--- config.mk ---
export PLATFORM = sky130hd
export DESIGN_NAME = uart_cmd_frame_decoder
export DESIGN_NICKNAME = d
export VERILOG_FILES = /design/src/rtl/uart_cmd_frame_decoder.sv
export SDC_FILE = /design/constraint.sdc
export NUM_CORES = 1
export LEC_CHECK = 0
export BUFFER_PORTS_ARGS = -buffer_cell sky130_fd_sc_hd__buf_2
export CORE_MARGIN = 2
export CORE_UTILIZATION = 52
export DETAILED_ROUTE_END_ITERATION = 7
export GPL_TIMING_DRIVEN = 1
export PLACE_DENSITY = 0.75
export SYNTH_ARGS = -nofsm -noshare
export SYNTH_HDL_FRONTEND = slang
export SYNTH_SLANG_ARGS = --single-unit
--- constraint.sdc ---
create_clock -name clk -period 5.65 [get_ports clk]
set_clock_uncertainty 0.05 [all_clocks]
set_input_delay 0.565 -clock clk [delete_from_list [all_inputs] [get_ports clk]]
set_output_delay 0.565 -clock clk [all_outputs]
set_load 0.01 [all_outputs]
--- src/rtl/uart_cmd_frame_decoder.sv ---
// UART command frame decoder: turns the received byte stream into framed host
// commands (SYNC, OPCODE, LEN, PAYLOAD[LEN], CHK) presented on valid/ready.
module uart_cmd_frame_decoder #(
    parameter logic [7:0]  SYNC_BYTE    = 8'hFE,
    parameter int unsigned MAX_PAYLOAD  = 8,
    parameter int unsigned TIMEOUT_CLKS = 34720,
    parameter bit          LEGACY_SHORT = 1'b1,
    localparam int unsigned LEN_W       = $clog2(MAX_PAYLOAD + 1)
) (
    input  logic                     clk,
    input  logic                     rst_n,
    input  logic [7:0]               rx_byte,
    input  logic                     rx_valid,
    output logic                     cmd_valid,
    input  logic                     cmd_ready,
    output logic [7:0]               cmd_opcode,
    output logic [LEN_W-1:0]         cmd_len,
    output logic [8*MAX_PAYLOAD-1:0] cmd_payload,
    output logic                     err_checksum,
    output logic                     err_length,
    output logic                     err_timeout,
    output logic                     err_overrun,
    output logic                     busy
);

    localparam int unsigned PL_W  = 8 * MAX_PAYLOAD;
    localparam int unsigned TMR_W = $clog2(TIMEOUT_CLKS + 1);

    typedef enum logic [2:0] {
        S_IDLE,
        S_OPC,
        S_LEN,
        S_PAY,
        S_CHK,
        S_HOLD
    } state_t;

    state_t           state_q,   state_d;
    logic [7:0]       opcode_q,  opcode_d;
    logic [LEN_W-1:0] len_q,     len_d;
    logic [PL_W-1:0]  payload_q, payload_d;
    logic [7:0]       xor_q,     xor_d;
    logic [LEN_W-1:0] idx_q,     idx_d;
    logic [TMR_W-1:0] timer_q,   timer_d;
    logic             err_chk_d, err_len_d, err_tmo_d, err_ovr_d;

    // State, datapath and registered output flops.
    always_ff @(posedge clk or negedge rst_n) begin
        if (!rst_n) begin
            state_q      <= S_IDLE;
            opcode_q     <= '0;
            len_q        <= '0;
            payload_q    <= '0;
            xor_q        <= '0;
            idx_q        <= '0;
            timer_q      <= '0;
            cmd_valid    <= 1'b0;
            busy         <= 1'b0;
            err_checksum <= 1'b0;
            err_length   <= 1'b0;
            err_timeout  <= 1'b0;
            err_overrun  <= 1'b0;
        end else begin
            state_q      <= state_d;
            opcode_q     <= opcode_d;
            len_q        <= len_d;
            payload_q    <= payload_d;
            xor_q        <= xor_d;
            idx_q        <= idx_d;
            timer_q      <= timer_d;
            cmd_valid    <= (state_d == S_HOLD);
            busy         <= (state_d != S_IDLE);
            err_checksum <= err_chk_d;
            err_length   <= err_len_d;
            err_timeout  <= err_tmo_d;
            err_overrun  <= err_ovr_d;
        end
    end

    // Next-state, datapath update and error detection.
    always_comb begin
        state_d   = state_q;
        opcode_d  = opcode_q;
        len_d     = len_q;
        payload_d = payload_q;
        xor_d     = xor_q;
        idx_d     = idx_q;
        timer_d   = timer_q;
        err_chk_d = 1'b0;
        err_len_d = 1'b0;
        err_tmo_d = 1'b0;
        err_ovr_d = 1'b0;

        case (state_q)
            S_IDLE: begin
                timer_d = '0;
                if (rx_valid && (rx_byte == SYNC_BYTE)) begin
                    state_d   = S_OPC;
                    payload_d = '0;
                    idx_d     = '0;
                end
            end

            S_HOLD: begin
                timer_d = '0;
                if (cmd_ready) begin
                    // Handshake frees the slot; a same-cycle byte is seen as an idle byte.
                    state_d = S_IDLE;
                    if (rx_valid && (rx_byte == SYNC_BYTE)) begin
                        state_d   = S_OPC;
                        payload_d = '0;
                        idx_d     = '0;
                    end
                end else if (rx_valid) begin
                    err_ovr_d = 1'b1;
                end
            end

            default: begin
                // In-frame states: a byte always beats the timeout on the same cycle.
                if (rx_valid) begin
                    timer_d = '0;
                    case (state_q)
                        S_OPC: begin
                            opcode_d = rx_byte;
                            xor_d    = rx_byte;
                            if (LEGACY_SHORT && (rx_byte < 8'h10)) begin
                                len_d   = '0;
                                state_d = S_HOLD;
                            end else begin
                                state_d = S_LEN;
                            end
                        end
                        S_LEN: begin
                            if (rx_byte > 8'(MAX_PAYLOAD)) begin
                                err_len_d = 1'b1;
                                state_d   = S_IDLE;
                            end else begin
                                len_d   = LEN_W'(rx_byte);
                                xor_d   = xor_q ^ rx_byte;
                                state_d = (rx_byte == 8'h00) ? S_CHK : S_PAY;
                            end
                        end
                        S_PAY: begin
                            for (int i = 0; i < int'(MAX_PAYLOAD); i++) begin
                                if (idx_q == LEN_W'(i)) begin
                                    payload_d[8*i +: 8] = rx_byte;
                                end
                            end
                            xor_d = xor_q ^ rx_byte;
                            idx_d = idx_q + LEN_W'(1);
                            if (idx_q == (len_q - LEN_W'(1))) begin
                                state_d = S_CHK;
                            end
                        end
                        S_CHK: begin
                            if (rx_byte == xor_q) begin
                                state_d = S_HOLD;
                            end else begin
                                err_chk_d = 1'b1;
                                state_d   = S_IDLE;
                            end
                        end
                        default: ;
                    endcase
                end else if (timer_q == TMR_W'(TIMEOUT_CLKS - 1)) begin
                    err_tmo_d = 1'b1;
                    timer_d   = '0;
                    state_d   = S_IDLE;
                end else begin
                    timer_d = timer_q + TMR_W'(1);
                end
            end
        endcase
    end

    assign cmd_opcode  = opcode_q;
    assign cmd_len     = len_q;
    assign cmd_payload = payload_q;

endmodule

# [Yosys cells after proc, flatten, opt, wreduce, memory -nomap -nowiden]
# Index checks and enable logic that the tools add are counted.
[classes] div_mod_pow=0 n_shift=0 mux=52 n_reduce_logical=30 bitwise_logic=2 eq_ne=20 addsub=3 magnitude_cmp=2 mul=0
[ops] op="2-to-1 mux 64 bit" count=4
[ops] op="one-hot mux 64 bit (2 select lines)" count=1
[ops] op="2-to-1 mux 8 bit" count=9
[ops] op="2-to-1 mux 16 bit" count=3
[ops] op="AND reduction 4 bit" count=9
[ops] op="nonzero test 3 bit" count=12
[ops] op="2-to-1 mux 3 bit" count=9
[ops] op="2-to-1 mux 4 bit" count=6
[ops] op="one-hot mux 8 bit (3 select lines)" count=1
[ops] op="adder 16 x 1 -> 16 bit (second input constant)" count=1
[ops] op="== test 16 bit (second input constant)" count=1
[ops] op="== test 4 x 3 -> 1 bit (second input constant)" count=4
[ops] op="one-hot mux 4 bit (2 select lines)" count=2
[ops] op="2-to-1 mux 1 bit" count=15
[ops] op="one-hot mux 3 bit (4 select lines)" count=1
[ops] op="== test 3 bit (second input constant)" count=3
[ops] op="== test 4 x 2 -> 1 bit (second input constant)" count=2
[ops] op="== test 8 bit" count=1
[ops] op="== test 8 bit (second input constant)" count=1
[ops] op="greater-than comparator 8 x 4 -> 1 bit (second input constant)" count=1
[ops] op="zero test 8 bit" count=1
[ops] op="less-than comparator 8 x 5 -> 1 bit (second input constant)" count=1
[ops] op="XOR 8 bit" count=1
[ops] op="== test 3 x 2 -> 1 bit (second input constant)" count=2
[ops] op="other kinds (15)" count=18
[word_totals] mem_bits_ro=0 ramBits=0 inputBits=12 out_inout_bits=82 mem_count=0 latchBits=0 regBits=113 elab_cells=129

# [Depth between registers and ports, before layout]
[depth] word_depth=7 depth_mapped=11 ltp_nobuf=8

# [Worst setup path before layout]
# Ideal clock, no wire load.
[synth_timing] kind="input-to-reg" start="input rx_valid" end="register payload_q[62] (netlist: cmd_payload[62])" required_time_ps=5466 t_arrival_ps=2268 n_path_buf=3 setup_ps=134 setup_slack_ps=3198 cell_stages=9 path_cell_list="buf_2 > inv_1 > nor4_2 > a21o_1 > clkbuf_1 > nand4b_1 > clkbuf_1 > nand3_1 > o21ai_0"
[synth_via] elab_chain_cells=4 elab_cells_between_ends=6 classes_between="mux (3); reduce/logical (3)"
[synth_lines] element="start: declaration" line="13" text="input logic rx_valid,"
[synth_lines] element="logical AND 1 bit" line="97, 109"
[synth_lines] element="2-to-1 mux 64 bit (2 in series)"
[synth_lines] element="one-hot mux 64 bit (2 select lines)"
[synth_lines] element="end signal: assignment" line="67" text="payload_q <= payload_d;"
[synth_lines] element="end: declaration" line="41" text="logic [PL_W-1:0] payload_q, payload_d;"
# Several ways; a longest one is shown, not always the timed one. The select of a mux whose other input is x is not followed.
# A chain may end at the register's enable or synchronous reset.

# [Worst setup path in the final report]
[layout_timing] start="register state_q[2]" end="register payload_q[28] (netlist: cmd_payload[28])"
[layout_via] elab_chain_cells=3 elab_cells_between_ends=9 classes_between="eq/ne (3); mux (1); reduce/logical (5)"
[layout_lines] element="start: declaration" line="38" text="state_t state_q, state_d;"
[layout_lines] element="start signal: assignment" line="64" text="state_q <= state_d;"
[layout_lines] element="== test 3 bit (tied with other cells)" line="94" text="case (state_q)"
[layout_lines] element="!= test 2 bit (no source line) or nonzero test 3 bit (tied branches)"
[layout_lines] element="AND reduction 4 bit (no source line)"
# Several ways; a longest one is shown, not always the timed one.

==> metrics.yaml <==
ys_types: 43
grt_max_degree: 66
required_ps: 5960
fin_setup_tns_ps: 0
syn_avg_cell_area_sq_um: 9.70
synth-edff-count: 0
path_class: "flip-flop to flip-flop"
setup_viol: 0
initialDrtViolationCount: 285
drive_gt1_frac: 0.215
vias: 4227
synthArstFlopShare: 1.00
outcome: "finished clean"
cts.clk_slew.worst_paths_ps: 60
path_buf_inv: 0
wirelength_um: 12200
ys.flop_type: "dfrtp_1"
maxCapViolCount: 0
fin_nets: 613
slowest_delay_ps: 520
ctsLongestPathBuffers: 2
worstSetupStartpointType: "flip-flop"
tightest_slew_ps: 1170
path_depth: 6
synth.net_count: 537
hold_path.class: "primary input to async pin"
fillers: 743
syn_inst: 519
wl_per_cell_um: 16.5
cp-startpoint: "state_q[2]$_DFF_PN0_"
die_x_um: 102
grt_pass1_vias: 3919
clk_latency_ps: 510
cp_max_fo: 16
rsz0062_at_grt: "no"
finalCritPeriodShare: 0.485
grtUsageTotal: 0.249
r2r_start: "state_q[2]$_DFF_PN0_"
dr.pass1.iters: 5
ctsResizeCount: 0
seq_area_sq_um: 2830
hold_violations: 0
clock-sinks: 113
clock-root-buffer: "clkbuf_8"
ff2ff_setup_slack_ps: 2910
area_delta_synth_final_pct: 21.2
crit_slowest_cell: "dfrtp_1"
crit_chain: "or2_2 -> a21oi_1 -> a21o_1 -> nand4bb_1 -> nand3_1 -> o21ai_0"
core_area_sq_um: 9330
fin_crit_ps: 2740
slew_headroom: 0.218
io_buffers: 93
cts_made_buffers: 17
peakVddDrop_uv: 248
yosys_register_bits: 113
antenna_found_initial: 0
yosysWarnings: 0
hold_buffers: 0
start_util: 0.540
critPathTopFamily: "simple AND/OR/NAND/NOR gates"
p_per_area_nw_per_um2: 567
cts_tree: "built"
gp_congestion: 0.987
rows: 35
cts-htree-levels: 4
dpl.hpwl_um: 8060
crit_end: "cmd_payload[28]$_DFFE_PN0P_"
avgViaCountPerCell: 5.74
drt.antenna.violating_nets: 0
grt_pass1_wl_um: 19600
synth_seq_area_share: 0.562
fin_total_pwr_uw: 3460
globalRouteOverflowTotal: 0
arrival_ps: 3050
fmax_mhz: 365
slew_violations: 0
crit_path_end_kind: "flip-flop"
synth_area_sq_um: 5030
leakagePower_uw: 0.00296
cts_setup_buffers: 0
die-area_sq_um: 10500
diodes: 0
drc: 0
multi_input_area_sq_um: 2010
ff2ff_path_depth: 6
r2r_end: "cmd_payload[28]$_DFFE_PN0P_"
die_y_um: 102
ios: 94
[worst register-to-register path: cells and delay by family, from the launching register on]
kind / cells / cell delay [ps]
AOI/OAI and AO/OA: 3 / 800
and+or+nand+nor: 3 / 1200
DFF: 1 / 520
[cell type report]
type | count | area share
clock buffers | 17 | 0.0679
clock inverters | 15 | 0.0258
inverters | 13 | 0.00800
multi-input cells | 356 | 0.330
flip-flops and latches | 113 | 0.464
well taps | 129 | 0.0265
repair buffers | 94 | 0.0779
[cells by family after synthesis]
| family | share of synthesized area |
|---|---|
| flip-flops | 0.562 |
| AND/OR/NAND/NOR | 0.195 |
| AO/OA/AOI/OAI | 0.128 |
| multiplexers | 0.00795 |
| adder cells (fa/ha/maj) | 0.0169 |
| buffers and inverters | 0.0385 |
| XOR/XNOR | 0.0522 |
[flip-flops by register name, summed over array words and instances, names as in the netlist]
signal	flops
err_length	1
cmd_len	4
err_checksum	1
cmd_valid	1
timer_q	16
state_q	3
err_overrun	1
err_timeout	1
xor_q	8
idx_q	4
cmd_payload	64
cmd_opcode	8
busy	1
[how the worst min path moves through the flow]
stage	from	endpoint	slack (ps)
finish	rst_n	cmd_payload[13]$_DFFE_PN0P_	100
CTS	rst_n	timer_q[8]$_DFF_PN0_	130
detailed placement	cmd_opcode[4]$_DFFE_PN0P_	cmd_opcode[4]$_DFFE_PN0P_	420
floorplan	rst_n	busy$_DFF_PN0_	220
global placement	cmd_opcode[5]$_DFFE_PN0P_	cmd_opcode[5]$_DFFE_PN0P_	410
global route	rst_n	timer_q[9]$_DFF_PN0_	170
[synth_stat cells, types with 5 or more instances]
master	number	share of area
nor3_1	7	0.0070
or3_1	5	0.0062
nand3_1	85	0.085
nand4_1	8	0.0099
clkbuf_1	29	0.022
inv_1	13	0.0097
ha_1	6	0.015
buf_2	5	0.0050
a21oi_1	22	0.022
xnor2_1	18	0.031
xor2_1	12	0.021
dfrtp_1	113	0.56
nor2_1	28	0.021
o21ai_0	77	0.077
nand2_1	44	0.033
[where the power goes]
| part | switching (uW) | internal, uW |
|---|---|---|
| Combinational | 659 | 440 |
| Clock | 386 | 630 |
| Sequential | 238 | 1110 |
[cell usage in the layout (no fill, tap or decap), types with 2 or more instances in the layout]
master	n
nor2_1	28
xnor2_1	18
or3_1	5
a311oi_1	4
dfrtp_1	113
nor2b_1	4
o211ai_1	2
o21ai_0	77
nand2_1	43
clkinvlp_4	4
nand2b_1	2
buf_4	2
xor2_1	12
inv_1	13
clkinv_2	3
mux2i_1	4
nor3_1	7
nand4_1	8
ha_1	6
o32ai_1	2
a21o_1	2
clkinv_4	2
bufinv_16	2
a31oi_1	2
buf_2	92
nand3_1	85
clkbuf_16	16
a21oi_1	22
and3_1	4
inv_6	4
[metrics by stage]
stage	utilization	hold WS (ps)	cells	instance area [sq um]	worst slack (ps)
final	0.654	95.7	737	6100	2910
after global routing	0.654	167	737	6100	2670
after CTS	0.654	126	737	6100	2920
after detailed placement	0.593	415	705	5530	2720
after global placement	0.593	410	705	5530	2870
after floorplan	-	219	519	5030	3200
[routing by layer]
| layer | vias to the layer above | track usage | part of all wire |
|---|---|---|---|
| met4 | 0 | 0.0892 | 0.016 |
| met1 | 2060 | 0.347 | 0.45 |
| li1 | 1979 | - | - |
| met2 | 168 | 0.369 | 0.47 |
| met5 | - | 0 | 0 |
| met3 | 20 | 0.0766 | 0.069 |
Note: power is estimated with default switching activity, not from simulation.
